File: config.mk
export PLATFORM = sky130hd
export DESIGN_NAME = pw_entry_ctrl
export DESIGN_NICKNAME = d
export VERILOG_FILES = /design/src/rtl/pw_entry_ctrl.sv
export SDC_FILE = /design/constraint.sdc
export NUM_CORES = 1
export LEC_CHECK = 0
export CORE_MARGIN = 2
export CORE_UTILIZATION = 47
export CTS_CLUSTER_DIAMETER = 60
export DETAILED_ROUTE_END_ITERATION = 8
export GPL_ROUTABILITY_DRIVEN = 0
export HOLD_SLACK_MARGIN = 0.05
export PLACE_DENSITY = 0.8
export SLEW_MARGIN = 20
export SYNTH_ARGS = -nofsm -noshare
export SYNTH_HDL_FRONTEND = slang
export SYNTH_SLANG_ARGS = --single-unit
File: constraint.sdc
create_clock -name CLK -period 2.05 [get_ports CLK]
set_clock_uncertainty 0.1 [all_clocks]
set_input_delay 0.3075 -clock CLK [delete_from_list [all_inputs] [get_ports CLK]]
set_output_delay 0.3075 -clock CLK [all_outputs]
set_load 0.01 [all_outputs]
File: src/rtl/pw_entry_ctrl.sv
// pw_entry_ctrl: keypad sequencing, password compare, unlock window, lockout.
// Build option KEY_SYNC_EN adds a 2-flop Key synchronizer (2 cycles extra).
module pw_entry_ctrl #(
  parameter logic [15:0] PW          = 16'h1234,
  parameter int          MAX_FAIL    = 3,
  parameter int          UNLOCK_CYC  = 500,
  parameter int          LOCKOUT_CYC = 1000,
  parameter int          TIMEOUT_CYC = 5000
) (
  input  logic       CLK,
  input  logic       RST,
  input  logic [3:0] Key,
  input  logic [3:0] IB0,
  input  logic [3:0] IB1,
  input  logic [3:0] IB2,
  input  logic [3:0] IB3,
  output logic       sr_shift,
  output logic [3:0] sr_din,
  output logic       sr_clr,
  output logic       unlock,
  output logic       alarm,
  output logic       err,
  output logic [2:0] digit_cnt,
  output logic [2:0] fail_cnt
);

  localparam int MAX_A   = (UNLOCK_CYC > LOCKOUT_CYC) ? UNLOCK_CYC : LOCKOUT_CYC;
  localparam int MAX_CYC = (MAX_A > TIMEOUT_CYC) ? MAX_A : TIMEOUT_CYC;
  localparam int TW      = $clog2(MAX_CYC) + 1;

  localparam logic [TW-1:0] UNL_LD = TW'(UNLOCK_CYC - 1);
  localparam logic [TW-1:0] LCK_LD = TW'(LOCKOUT_CYC - 1);
  localparam logic [TW-1:0] TMO_LD = TW'(TIMEOUT_CYC - 1);
  localparam logic [2:0]    MAX_F  = 3'(MAX_FAIL);

  typedef enum logic [2:0] {
    S_IDLE,
    S_ENTRY,
    S_CHECK,
    S_FAIL,
    S_UNLOCK,
    S_LOCKOUT
  } state_t;

  state_t        state_q, state_d;
  logic [TW-1:0] timer_q, timer_d;
  logic [3:0]    key_prev_q, key_prev_d;
  logic          sr_shift_q, sr_shift_d;
  logic [3:0]    sr_din_q, sr_din_d;
  logic          sr_clr_q, sr_clr_d;
  logic          unlock_q, unlock_d;
  logic          alarm_q, alarm_d;
  logic          err_q, err_d;
  logic [2:0]    digit_cnt_q, digit_cnt_d;
  logic [2:0]    fail_cnt_q, fail_cnt_d;

  logic [3:0] key_s;
  logic       press, is_digit, is_clear, is_enter;
  logic       do_fail;
  logic [2:0] fail_inc;

`ifdef KEY_SYNC_EN
  logic [3:0] key_s1_q, key_s2_q;

  always_ff @(posedge CLK) begin
    if (RST) begin
      key_s1_q <= '0;
      key_s2_q <= '0;
    end else begin
      key_s1_q <= Key;
      key_s2_q <= key_s1_q;
    end
  end

  assign key_s = key_s2_q;
`else
  assign key_s = Key;
`endif

  always_comb begin
    press    = (key_s != 4'h0) && (key_prev_q == 4'h0);
    is_digit = press && (key_s <= 4'hD);
    is_clear = press && (key_s == 4'hE);
    is_enter = press && (key_s == 4'hF);
  end

  always_comb begin
    state_d     = state_q;
    timer_d     = (timer_q != '0) ? timer_q - TW'(1) : '0;
    key_prev_d  = key_s;
    sr_shift_d  = 1'b0;
    sr_din_d    = 4'h0;
    sr_clr_d    = 1'b0;
    unlock_d    = 1'b0;
    alarm_d     = 1'b0;
    err_d       = 1'b0;
    digit_cnt_d = digit_cnt_q;
    fail_cnt_d  = fail_cnt_q;
    fail_inc    = fail_cnt_q + 3'd1;
    do_fail     = 1'b0;
    unique case (state_q)
      S_IDLE: begin
        timer_d = '0;
        if (is_digit) begin
          sr_shift_d  = 1'b1;
          sr_din_d    = key_s;
          digit_cnt_d = 3'd1;
          timer_d     = TMO_LD;
          state_d     = S_ENTRY;
        end else if (is_clear) begin
          sr_clr_d = 1'b1;
        end
      end
      S_ENTRY: begin
        // an event at the expiry edge takes priority over the timeout
        if (is_digit) begin
          timer_d = TMO_LD;
          if (digit_cnt_q < 3'd4) begin
            sr_shift_d  = 1'b1;
            sr_din_d    = key_s;
            digit_cnt_d = digit_cnt_q + 3'd1;
          end
        end else if (is_clear) begin
          timer_d     = '0;
          sr_clr_d    = 1'b1;
          digit_cnt_d = 3'd0;
          state_d     = S_IDLE;
        end else if (is_enter) begin
          timer_d = '0;
          if (digit_cnt_q == 3'd4) state_d = S_CHECK;
          else do_fail = 1'b1;
        end else if (timer_q == '0) begin
          sr_clr_d    = 1'b1;
          digit_cnt_d = 3'd0;
          state_d     = S_IDLE;
        end
      end
      S_CHECK: begin
        if ({IB3, IB2, IB1, IB0} == PW) begin
          fail_cnt_d = 3'd0;
          unlock_d   = 1'b1;
          timer_d    = UNL_LD;
          state_d    = S_UNLOCK;
        end else begin
          do_fail = 1'b1;
        end
      end
      S_FAIL: begin
        state_d = S_IDLE;
      end
      S_UNLOCK: begin
        if (is_clear || timer_q == '0) begin
          timer_d     = '0;
          sr_clr_d    = 1'b1;
          digit_cnt_d = 3'd0;
          state_d     = S_IDLE;
        end else begin
          unlock_d = 1'b1;
        end
      end
      S_LOCKOUT: begin
        if (timer_q == '0) begin
          fail_cnt_d  = 3'd0;
          sr_clr_d    = 1'b1;
          digit_cnt_d = 3'd0;
          state_d     = S_IDLE;
        end else begin
          alarm_d = 1'b1;
        end
      end
      default: begin
        state_d = S_IDLE;
      end
    endcase

    if (do_fail) begin
      fail_cnt_d = fail_inc;
      err_d      = 1'b1;
      if (fail_inc == MAX_F) begin
        alarm_d = 1'b1;
        timer_d = LCK_LD;
        state_d = S_LOCKOUT;
      end else begin
        sr_clr_d    = 1'b1;
        digit_cnt_d = 3'd0;
        state_d     = S_FAIL;
      end
    end
  end

  always_ff @(posedge CLK) begin
    if (RST) begin
      state_q     <= S_IDLE;
      timer_q     <= '0;
      key_prev_q  <= '0;
      sr_shift_q  <= 1'b0;
      sr_din_q    <= '0;
      sr_clr_q    <= 1'b0;
      unlock_q    <= 1'b0;
      alarm_q     <= 1'b0;
      err_q       <= 1'b0;
      digit_cnt_q <= '0;
      fail_cnt_q  <= '0;
    end else begin
      state_q     <= state_d;
      timer_q     <= timer_d;
      key_prev_q  <= key_prev_d;
      sr_shift_q  <= sr_shift_d;
      sr_din_q    <= sr_din_d;
      sr_clr_q    <= sr_clr_d;
      unlock_q    <= unlock_d;
      alarm_q     <= alarm_d;
      err_q       <= err_d;
      digit_cnt_q <= digit_cnt_d;
      fail_cnt_q  <= fail_cnt_d;
    end
  end

  assign sr_shift  = sr_shift_q;
  assign sr_din    = sr_din_q;
  assign sr_clr    = sr_clr_q;
  assign unlock    = unlock_q;
  assign alarm     = alarm_q;
  assign err       = err_q;
  assign digit_cnt = digit_cnt_q;
  assign fail_cnt  = fail_cnt_q;

endmodule

==> run_results.csv <==
group,metric,value,unit
run_status,outcome,"finished with violations",
run_status,violations,"setup timing",
timing,drv_slew,0,
final_layout,fillers,276,
final_layout,diodes,0,
routing,wl_per_cell,16.9,µm
timing,layout_setup_ws,-0.111,ns
die,dieArea,4800,µm²
routing,drtIter0Drc,179,
die,initial_core_util,49.4,%
grt,grt-ovfl-total,0,
synthesis,synth_top_area_share,36.0,%
synthesis,synth.area.top_cells,"dfxtp_1, nor2_1, a21oi_1",
synthesis,synth-seq-cells,36,
timing,fmax,463,MHz
clocking,cts.hold.buffers_added,0,
timing,rsz0062_at_grt,"true",
clocking,cts.path.max_buffers,2,
grt,grt_max_degree,15,
routing,drt_wl_total,6.18,mm
die,num_io_pins,37,
timing,whs,0.306,ns
synthesis,async_flop_share,0,%
grt,grt_pass1_wl,9.88,mm
worst_setup_path,cp_num_buf_inv,1,
pwr,power_density,779,nW/µm²
die,num_rows,23,
final_layout,areaGrowthSynthToFinish,51.2,%
placement,dp_hpwl,4.09,mm
synthesis,synth_flop_cell,"dfxtp_1",
final_layout,layout-drive-gt1-share,28.5,%
synthesis,synth_top_family_by_area,"simple AND/OR/NAND/NOR gates",
routing,ant_nets,0,
grt,antenna_found_initial,0,
worst_setup_path,start_kind,"flip-flop",
die,die_h,69.3,µm
worst_setup_path,arrival,2.23,ns
synthesis,yosys.area_share.simple,28.0,%
placement,postPlaceCellArea,2700,µm²
clocking,clk_pin_slew,0.08,ns
die,die_width,69.3,µm
timing,tns,-1.38,ns
hold_path,min_path_type,"input port to flip-flop",
pwr,irDropWorstVdd,0.000381,V
timing,slew_headroom,72.2,%
pwr,leakage,1.19,nW
synthesis,yosysUniqueCellTypes,59,
timing,period_needed,2.16,ns
timing,finalSetupViolCount,22,
timing,finalHoldViolCount,0,
timing,worst_pin_slew,0.413,ns
synthesis,avgSynthCellArea,8.60,µm²
synthesis,yosysWarnings,0,
worst_setup_path,cp-end-kind,"flip-flop",
grt,grt_use_total,25.1,%
worst_setup_path,path_max_fanout,7,
timing,post-route-period-util,105,%
clocking,cts_root_buf,"clkbuf_8",
flow_run,maxCapViolCount,0,
placement,numPortBuffers,36,
synthesis,synth_xor_area_share,4.81,%
worst_setup_path,slowest_stage,"or4_4",
worst_setup_path,cp_top_family,"simple AND/OR/NAND/NOR gates",
grt,grt_pass1_vias,2157,
synthesis,syn_inst,233,
synthesis,yosysSeqAreaShare,36.0,%
synthesis,syn_nets,260,
clocking,cts_tree,"built",
clocking,worstSkewPairLatency,0.29,ns
routing,vias_per_cell,6.15,
worst_setup_path,critical_path_class,"flip-flop to flip-flop",
routing,drc,0,
routing,dr.pass1.iters,5,
synthesis,synth_top_area_cell,"dfxtp_1",
final_layout,nets,342,
clocking,cts_buffers,5,
synthesis,synthMuxAreaShare,0.499,%
pwr,finalPower,2.36,mW
worst_setup_path,critPathRequiredTime,2.12,ns
worst_setup_path,slowest_delay,0.63,ns
final_layout,design_area,3030,µm²
synthesis,netlist_area,2000,µm²
die,core,4060,µm²
synthesis,synth-edff-count,0,
synthesis,synth_compound_area_share,23.5,%
clocking,htreeDepth,2,
synthesis,synth_fa_ha_area_share,3.12,%
placement,post-place-ws,-0.374,ns
routing,num_vias,2250,
worst_setup_path,crit_chain,"or4_4 > o311ai_2 > buf_4 > nand2b_1 > and3_1 > a221oi_1",
clocking,cts_sinks,36,
==> power by group <==
group,internal (mW),total (mW),switching [mW]
Clock,0.360,0.624,0.264
Combinational,0.478,0.960,0.483
Sequential,0.745,0.776,0.0315
Total,1.58,2.36,0.778
==> stage by stage <==
| stage | instances | utilization, % |
|---|---|---|
| floorplan | 233 | - |
| global placement | 350 | 66.6 |
| detailed placement | 350 | 66.6 |
| CTS | 361 | 71.8 |
| global route | 366 | 74.7 |
| finish | 366 | 74.7 |
==> synth_stat cells, types with 3 or more instances <==
cell / n
dfxtp_1: 36
nand4_1: 4
a221oi_1: 3
xor2_1: 3
a21oi_1: 15
nor2b_1: 5
o22ai_1: 5
clkbuf_1: 8
and2_1: 6
nand2_1: 7
a31oi_1: 3
inv_1: 10
o21ai_0: 7
ha_1: 5
nor4_1: 10
nand2b_1: 5
nor4b_1: 3
and3_1: 3
nor3_1: 4
nand3_1: 13
nor2_1: 22
xnor2_1: 8
==> registers in the layout (all words and copies together) (netlist names) <==
register    flops
digit_cnt       3
unlock          1
timer_q        14
sr_shift        1
key_prev_q      4
sr_clr          1
state_q         3
alarm           1
sr_din          4
fail_cnt        3
err             1
==> cell families (layout without fill, tap and decap cells) <==
group / Yosys count / in the layout
xor gates and xnor gates: 11 / 11
adders and majority gates: 5 / 5
and+or+nand+nor: 96 / 96
buffers and inverters: 20 / 103
muxes: 1 / 1
DFF: 36 / 36
AOI/OAI and AO/OA: 64 / 64
==> layout make-up <==
type | instances | area, µm² | share of cell area, %
multi-input combinational | 177 | 1350 | 44.5
timing repair buffer | 85 | 748 | 24.7
sequential | 36 | 721 | 23.8
clock buffer | 5 | 68.8 | 2.27
tap | 50 | 62.6 | 2.06
clock inverter | 3 | 42.5 | 1.40
inverter | 10 | 37.5 | 1.24
==> per-layer routing <==
layer / part of all wire (%) / routed length (µm) / vias up / global-route usage [%]
li1: - / - / 1043 / -
met1: 40 / 2480 / 1042 / 32.3
met2: 49 / 3020 / 131 / 41.6
met3: 7.5 / 462 / 34 / 4.94
met4: 3.5 / 218 / 0 / 9.15
met5: 0 / 0 / - / 0
==> cell usage in the layout (no fill, tap or decap), types with 3 or more instances in the layout <==
master           count
nand2_1              7
xor2_1               3
o21ai_0              6
ha_1                 4
nand2b_1             4
and3_2               3
buf_6                4
and2_1               6
nor3_1               4
nor4_1               7
buf_4               45
clkbuf_8             5
nor4_4               3
nor2_1              20
xnor2_1              8
clkdlybuf4s50_1     34
a21oi_1             14
dfxtp_1             36
nand3_1             13
o22ai_1              5
inv_1               10
nand4_1              4
nor2b_1              5
==> repair_timing <==
action	4_1_cts	5_1_grt
setup endpoints to repair	25	30
buffers inserted	3	5
pin swaps	8	9
gates resized for setup	15	18
==> worst paths after layout <==
| path | startpoint | endpoint | slack [ns] | depth (start not counted) |
|---|---|---|---|---|
| hold reg to reg | fail_cnt[2] | fail_cnt[2] | 0.40 | 2 |
| setup reg to reg | key_prev_q[1] | timer_q[5] | -0.11 | 6 |
| setup / recovery | key_prev_q[1] | timer_q[5] | -0.11 | 6 |
| hold / removal | Key[1] | key_prev_q[1] | 0.31 | 2 |
No activity file was read; power rests on OpenSTA's default activity.
